**src/rtl/tipi_shift_seq_if.sv**
```systemverilog
`default_nettype none
// ============================================================================
// Interface : tipi_shift_seq_if
// Request/response handshake between a requester and the TIPI link sequencer.
// Revision  : 1.0
// ============================================================================
interface tipi_shift_seq_if;
  logic       req_valid;
  logic       req_ready;
  logic       req_write;
  logic       req_ctrl;
  logic [7:0] req_data;
  logic       rsp_valid;
  logic [7:0] rsp_data;
  logic       rsp_perr;

  modport master (
    output req_valid, req_write, req_ctrl, req_data,
    input  req_ready, rsp_valid, rsp_data, rsp_perr
  );

  modport slave (
    input  req_valid, req_write, req_ctrl, req_data,
    output req_ready, rsp_valid, rsp_data, rsp_perr
  );
endinterface
`default_nettype wire

```
**src/rtl/tipi_shift_seq.sv**
```systemverilog
`default_nettype none
// ============================================================================
// Module   : tipi_shift_seq
// Pi-side TIPI serial register link sequencer (one byte per request).
// Option   : TIPI_SHIFT_SEQ_PARITY_EN adds a parity read-back pulse to writes.
// Revision : 1.0
// ============================================================================
module tipi_shift_seq #(
  parameter int unsigned HALF_DIV = 4
) (
  input  wire logic       clk,
  input  wire logic       r_reset,
  tipi_shift_seq_if.slave bus,
  output logic            r_clk,
  output logic            r_rt,
  output logic            r_cd,
  output logic            r_le,
  output logic            r_dout,
  input  wire logic       r_din
);

  localparam logic [7:0] DIV_LOAD = 8'(HALF_DIV - 1);
`ifdef TIPI_SHIFT_SEQ_PARITY_EN
  localparam logic [3:0] LAST_WR  = 4'd9;
`else
  localparam logic [3:0] LAST_WR  = 4'd8;
`endif
  localparam logic [3:0] LAST_RD  = 4'd9;

  typedef enum logic [2:0] {
    S_IDLE  = 3'd0,
    S_LOAD  = 3'd1,
    S_SETUP = 3'd2,
    S_HI    = 3'd3,
    S_LO    = 3'd4,
    S_DONE  = 3'd5
  } state_t;

  state_t     state;
  logic [7:0] div_cnt;
  logic [3:0] pc;
  logic [3:0] last_pc;
  logic       wr_q;
  logic [7:0] data_q;
  logic [7:0] shift_q;
  logic [3:0] pc_inc;

  assign pc_inc = pc + 4'd1;

  // Write latches on pulse 8; read parallel-loads on pulse 0.
  function automatic logic pulse_le(input logic wr, input logic [3:0] p);
    return wr ? (p == 4'd8) : (p == 4'd0);
  endfunction

  function automatic logic pulse_dout(input logic wr, input logic [7:0] d,
                                      input logic [3:0] p);
    return (wr && !p[3]) ? d[~p[2:0]] : 1'b0;
  endfunction

  always_ff @(posedge clk or negedge r_reset) begin
    if (!r_reset) begin
      state         <= S_IDLE;
      div_cnt       <= 8'd0;
      pc            <= 4'd0;
      last_pc       <= 4'd0;
      wr_q          <= 1'b0;
      data_q        <= 8'h00;
      shift_q       <= 8'h00;
      bus.req_ready <= 1'b1;
      bus.rsp_valid <= 1'b0;
      bus.rsp_data  <= 8'h00;
`ifdef TIPI_SHIFT_SEQ_PARITY_EN
      bus.rsp_perr  <= 1'b0;
`endif
      r_clk         <= 1'b0;
      r_rt          <= 1'b0;
      r_cd          <= 1'b1;
      r_le          <= 1'b0;
      r_dout        <= 1'b0;
    end else begin
      bus.rsp_valid <= 1'b0;
      case (state)
        S_IDLE: begin
          if (bus.req_valid) begin
            wr_q          <= bus.req_write;
            data_q        <= bus.req_data;
            r_rt          <= ~bus.req_write;
            r_cd          <= ~bus.req_ctrl;
            last_pc       <= bus.req_write ? LAST_WR : LAST_RD;
            pc            <= 4'd0;
            bus.req_ready <= 1'b0;
            state         <= S_LOAD;
          end
        end

        S_LOAD: begin
          r_le    <= pulse_le(wr_q, 4'd0);
          r_dout  <= pulse_dout(wr_q, data_q, 4'd0);
          div_cnt <= DIV_LOAD;
          state   <= S_SETUP;
        end

        S_SETUP: begin
          if (div_cnt == 8'd0) begin
            r_clk   <= 1'b1;
            div_cnt <= DIV_LOAD;
            state   <= S_HI;
          end else begin
            div_cnt <= div_cnt - 8'd1;
          end
        end

        S_HI: begin
          if (div_cnt == 8'd0) begin
            r_clk   <= 1'b0;
            div_cnt <= DIV_LOAD;
            state   <= S_LO;
            // Next pulse's pins are set up while the clock is low.
            if (pc != last_pc) begin
              r_le   <= pulse_le(wr_q, pc_inc);
              r_dout <= pulse_dout(wr_q, data_q, pc_inc);
            end
          end else begin
            div_cnt <= div_cnt - 8'd1;
          end
        end

        S_LO: begin
          if (div_cnt == 8'd0) begin
            // CPLD output is registered: bit for pulse k appears after rise k+1.
            if (!wr_q && (pc != 4'd0) && (pc <= 4'd8))
              shift_q <= {shift_q[6:0], r_din};
            pc <= pc_inc;
            if (pc == last_pc) begin
              bus.rsp_valid <= 1'b1;
              bus.rsp_data  <= wr_q ? 8'h00 : shift_q;
`ifdef TIPI_SHIFT_SEQ_PARITY_EN
              bus.rsp_perr  <= wr_q & (r_din ^ (^data_q));
`endif
              r_le          <= 1'b0;
              r_dout        <= 1'b0;
              state         <= S_DONE;
            end else begin
              r_clk   <= 1'b1;
              div_cnt <= DIV_LOAD;
              state   <= S_HI;
            end
          end else begin
            div_cnt <= div_cnt - 8'd1;
          end
        end

        S_DONE: begin
          bus.req_ready <= 1'b1;
          state         <= S_IDLE;
        end

        default: state <= S_IDLE;
      endcase
    end
  end

`ifndef TIPI_SHIFT_SEQ_PARITY_EN
  assign bus.rsp_perr = 1'b0;
`endif

endmodule
`default_nettype wire
```
**src/flat_wrapper.sv**
```systemverilog
// flat-port wrapper written by rule: the top's interface ports become plain ports
module tipi_shift_seq_flat 
#(
  parameter int unsigned HALF_DIV = 4
)
  (clk, r_reset, r_clk, r_rt, r_cd, r_le, r_dout, r_din, bus_req_valid, bus_req_write, bus_req_ctrl, bus_req_data, bus_req_ready, bus_rsp_valid, bus_rsp_data, bus_rsp_perr);
  tipi_shift_seq_if bus_i ();
  input  wire logic clk;
  input  wire logic r_reset;
  output logic r_clk;
  output logic r_rt;
  output logic r_cd;
  output logic r_le;
  output logic r_dout;
  input  wire logic r_din;
  input wire logic [$bits(bus_i.req_valid)-1:0] bus_req_valid;
  input wire logic [$bits(bus_i.req_write)-1:0] bus_req_write;
  input wire logic [$bits(bus_i.req_ctrl)-1:0] bus_req_ctrl;
  input wire logic [$bits(bus_i.req_data)-1:0] bus_req_data;
  output wire logic [$bits(bus_i.req_ready)-1:0] bus_req_ready;
  output wire logic [$bits(bus_i.rsp_valid)-1:0] bus_rsp_valid;
  output wire logic [$bits(bus_i.rsp_data)-1:0] bus_rsp_data;
  output wire logic [$bits(bus_i.rsp_perr)-1:0] bus_rsp_perr;
  assign bus_i.req_valid = bus_req_valid;
  assign bus_i.req_write = bus_req_write;
  assign bus_i.req_ctrl = bus_req_ctrl;
  assign bus_i.req_data = bus_req_data;
  assign bus_req_ready = bus_i.req_ready;
  assign bus_rsp_valid = bus_i.rsp_valid;
  assign bus_rsp_data = bus_i.rsp_data;
  assign bus_rsp_perr = bus_i.rsp_perr;
  tipi_shift_seq #(.HALF_DIV(HALF_DIV)) u_core (.clk(clk), .r_reset(r_reset), .bus(bus_i), .r_clk(r_clk), .r_rt(r_rt), .r_cd(r_cd), .r_le(r_le), .r_dout(r_dout), .r_din(r_din));
endmodule
```
**config.mk**
```make
export PLATFORM = sky130hd
export DESIGN_NAME = tipi_shift_seq_flat
export DESIGN_NICKNAME = d
export VERILOG_FILES = /design/src/rtl/tipi_shift_seq_if.sv /design/src/rtl/tipi_shift_seq.sv /design/src/flat_wrapper.sv
export SDC_FILE = /design/constraint.sdc
export NUM_CORES = 1
export LEC_CHECK = 0
export BUFFER_PORTS_ARGS = -buffer_cell sky130_fd_sc_hd__buf_2
export CELL_PAD_IN_SITES_DETAIL_PLACEMENT = 0
export CELL_PAD_IN_SITES_GLOBAL_PLACEMENT = 1
export CORE_MARGIN = 5
export CORE_UTILIZATION = 40
export CTS_CLUSTER_DIAMETER = 120
export DETAILED_ROUTE_END_ITERATION = 7
export PLACE_DENSITY_LB_ADDON = 0.08
export SLEW_MARGIN = 10
export SYNTH_ARGS = -nofsm -noshare
export SYNTH_HDL_FRONTEND = slang
export SYNTH_SLANG_ARGS = --single-unit
export TNS_END_PERCENT = 5
```
**constraint.sdc**
```tcl
create_clock -name clk -period 2.2 [get_ports clk]
set_input_delay 0 -clock clk [delete_from_list [all_inputs] [get_ports clk]]
set_output_delay 0 -clock clk [all_outputs]
set_load 0.02 [all_outputs]
```
==> reports/results.ini <==
[clock_tree]
cts_tree = built
root_buffer = clkbuf_8
cts_max_path_buffers = 2
clk_latency_ps = 300
cts-buffers-inserted = 5
clock-sinks = 48
clk_pin_slew_ps = 100
post_cts_buffers = 0
cts_max_level = 2

[worst_setup_path]
cp_slowest_cell = or4b_4
crit_fanout = 3
reg2reg_to = u_core.r_dout$_DFFE_PN0P_
worstSetupEndpointType = register
r2r-start = u_core.div_cnt[0]$_DFFE_PN0P_
cp.required_ps = 2400
rrSetupSlack_ps = 90
crit_family = simple AND/OR/NAND/NOR gates
critPathKind = register to register
critical_path_arrival_ps = 2310
cp_slowest_stage_delay_ps = 510
path_buf_inv = 1
startpoint_type = register
reg2regPathDepth = 7
critical_path.cell_chain = inv_1 -> ha_1 -> or4b_4 -> or2_1 -> o21ai_0 -> a21oi_1 -> mux2_2

[sta]
finalClockSkew_ps = 5.33
finalSetupTns_ps = 0
rsz0062_at_grt = no
max_freq_ghz = 0.473
setup_violations = 0
tightest_slew_ps = 617
worst_slack_ps = 85.7
maxSlewHeadroom_pct = 58.8
hold_violations = 0
drv_slew = 0
fin_crit_ps = 2110
min_period_over_period_pct = 96.1

[outcome]
status = finished clean

[route]
totalWireLength_mm = 5.28
wl_per_cell_um = 13.6
vias_per_cell = 5.04
ant_nets = 0
drc = 0
first_pass_iters = 5
vias = 1951
dr.first_iter.drc_count = 54

[layout]
area_growth_pct = 22.7
final_cell_mix = 46 x nand2_1, 46 x dfrtp_1, 28 x buf_2
fillers = 561
num-nets-final = 330
final_area_um2 = 3070
drive_above_1_share_pct = 25.3
antenna_cells = 0

[synth]
synth_top_family_by_area = simple AND/OR/NAND/NOR gates
synth_cells = 259
synthArstFlopShare_pct = 100
synth_fp_nets = 278
synth_compound_area_share_pct = 13.3
syn_avg_cell_area_um2 = 9.65
yosys_warnings = 0
synth_seq_cells = 48
synth-edff-count = 0
synth-main-ff-cell = dfrtp_1
synthesis.area_um2 = 2500
yosysUniqueCellTypes = 53
synthSimpleGateAreaFrac_pct = 23.3
synth_fa_ha_area_share_pct = 2.50
seq_area_frac_synth_pct = 48.1
synth_xor_area_share_pct = 2.80
synthMuxAreaShare_pct = 6.61

[placement]
gp_congestion = 0.833
pre_cts_slack_ps = 53.7
portBuffers = 28
dp_hpwl_mm = 3.73
post_dp_cell_area_um2 = 2830

[hold_path]
worstHoldPathType = primary input to register
worst_hold_path.endpoint = u_core.bus.req_ready$_DFFE_PN1P_
hold_depth = 4
min_from = bus_req_valid

[pwr]
powerDensity_nw_per_um2 = 1060
p_int_mw = 2.05
pwr-share-comb_pct = 37.0
clkPwrFrac_pct = 20.5
p_leak_nw = 1.48
irDropWorstVdd_mv = 0.423
switching_share_pct = 37.0
p_switching_mw = 1.21
p_seq_share_pct = 42.5

[global_route]
grt_max_degree = 49
groute.usage.overall_pct = 14.8
antenna_found_initial = 0
grt_pass1_wl_mm = 9.15
grt_pass1_vias = 1900
grt-ovfl-total = 0

[floorplanning]
fp.dieW_um = 89.1
die_h_um = 89.1
ioPinCount = 30
start_util_pct = 41.7
dieArea_um2 = 7930
core_area_um2 = 5990
fp-row-count = 28

[flow_run]
maxCapViolations = 0

state kept, by name (all words and copies together) (netlist names):
| register | flops |
|---|---|
| u_core.bus.req_ready | 1 |
| u_core.bus.rsp_data | 8 |
| u_core.bus.rsp_valid | 1 |
| u_core.data_q | 8 |
| u_core.div_cnt | 8 |
| u_core.last_pc | 2 |
| u_core.pc | 4 |
| u_core.r_cd | 1 |
| u_core.r_clk | 1 |
| u_core.r_dout | 1 |
| u_core.r_le | 1 |
| u_core.shift_q | 8 |
| u_core.state | 3 |
| u_core.wr_q | 1 |
per-stage QoR:
stage	util [%]	cells	power, mW	hold WS (ps)
3_5_place_dp	47.3	367	2.60	152
6_report	51.2	387	3.26	161
5_1_grt	51.2	387	3.50	194
3_3_place_gp	47.3	367	2.60	148
2_1_floorplan	-	259	2.21	-296
4_1_cts	51.2	387	3.29	156
worst max path at each step:
| stage | from | endpoint | slack [ps] | cells past startpoint |
|---|---|---|---|---|
| global route | u_core.div_cnt[1]$_DFFE_PN0P_ | u_core.r_dout$_DFFE_PN0P_ | 5 | 7 |
| floorplan | u_core.div_cnt[0]$_DFFE_PN0P_ | u_core.shift_q[0]$_DFFE_PN0P_ | -40 | 7 |
| global placement | u_core.div_cnt[0]$_DFFE_PN0P_ | u_core.shift_q[5]$_DFFE_PN0P_ | 80 | 8 |
| finish | u_core.div_cnt[0]$_DFFE_PN0P_ | u_core.r_dout$_DFFE_PN0P_ | 90 | 7 |
| detailed placement | u_core.div_cnt[0]$_DFFE_PN0P_ | u_core.shift_q[4]$_DFFE_PN0P_ | 50 | 8 |
| CTS | u_core.div_cnt[0]$_DFFE_PN0P_ | u_core.shift_q[4]$_DFFE_PN0P_ | 30 | 8 |
Yosys cell counts, types with 5 or more instances:
| cell type | count | area (µm²) |
|---|---|---|
| a21oi_1 | 11 | 55.1 |
| clkbuf_1 | 13 | 48.8 |
| dfrtp_1 | 46 | 1150 |
| ha_1 | 5 | 62.6 |
| inv_1 | 6 | 22.5 |
| mux2_2 | 10 | 113 |
| nand2_1 | 46 | 173 |
| nand2b_1 | 12 | 75.1 |
| nand3_1 | 11 | 55.1 |
| nor2_1 | 11 | 41.3 |
| o21ai_0 | 23 | 115 |
| xnor2_1 | 6 | 52.6 |
cell type report:
type	count	area, µm²	share of cell area, %
Clock buffer	5	68.8	2.24
Clock inverter	3	46.3	1.51
Tap cell	75	93.8	3.06
Timing Repair Buffer	59	415	13.5
Inverter	6	22.5	0.734
Sequential cell	48	1200	39.2
Multi-Input combinational cell	191	1220	39.7
routing by layer:
metal	vias up	track usage, %	wire length, µm
met5	-	0	0
li1	1006	-	-
met3	5	2.21	163
met2	24	23.5	2380
met4	0	4.47	53
met1	916	20.9	2680
logic make-up after synthesis:
logic type / Yosys count
fa+ha+maj: 5
mux: 14
other cells: 1
xor+xnor: 8
compound gates: 54
flops: 48
buf+inv: 20
simple gates: 109
power groups by stage:
stage	clock network (mW)	registers [mW]	logic [mW]
floorplan	0	1.37	0.843
global placement	0	1.40	1.19
detailed placement	0	1.39	1.20
CTS	0.688	1.38	1.22
global route	0.721	1.43	1.35
finish	0.669	1.38	1.20
tightest hold or removal path: stages:
cell and delay (ps):
buf_2 90, nand2b_1 100, o21a_1 120, o22a_1 120
timing repair:
item                                    CTS  global route
hold buffers                             12             0
resized for setup                         0             1
hold endpoints to repair                 58             0
endpoints found under the setup margin    0             9
Note: power is estimated with default switching activity, not from simulation.
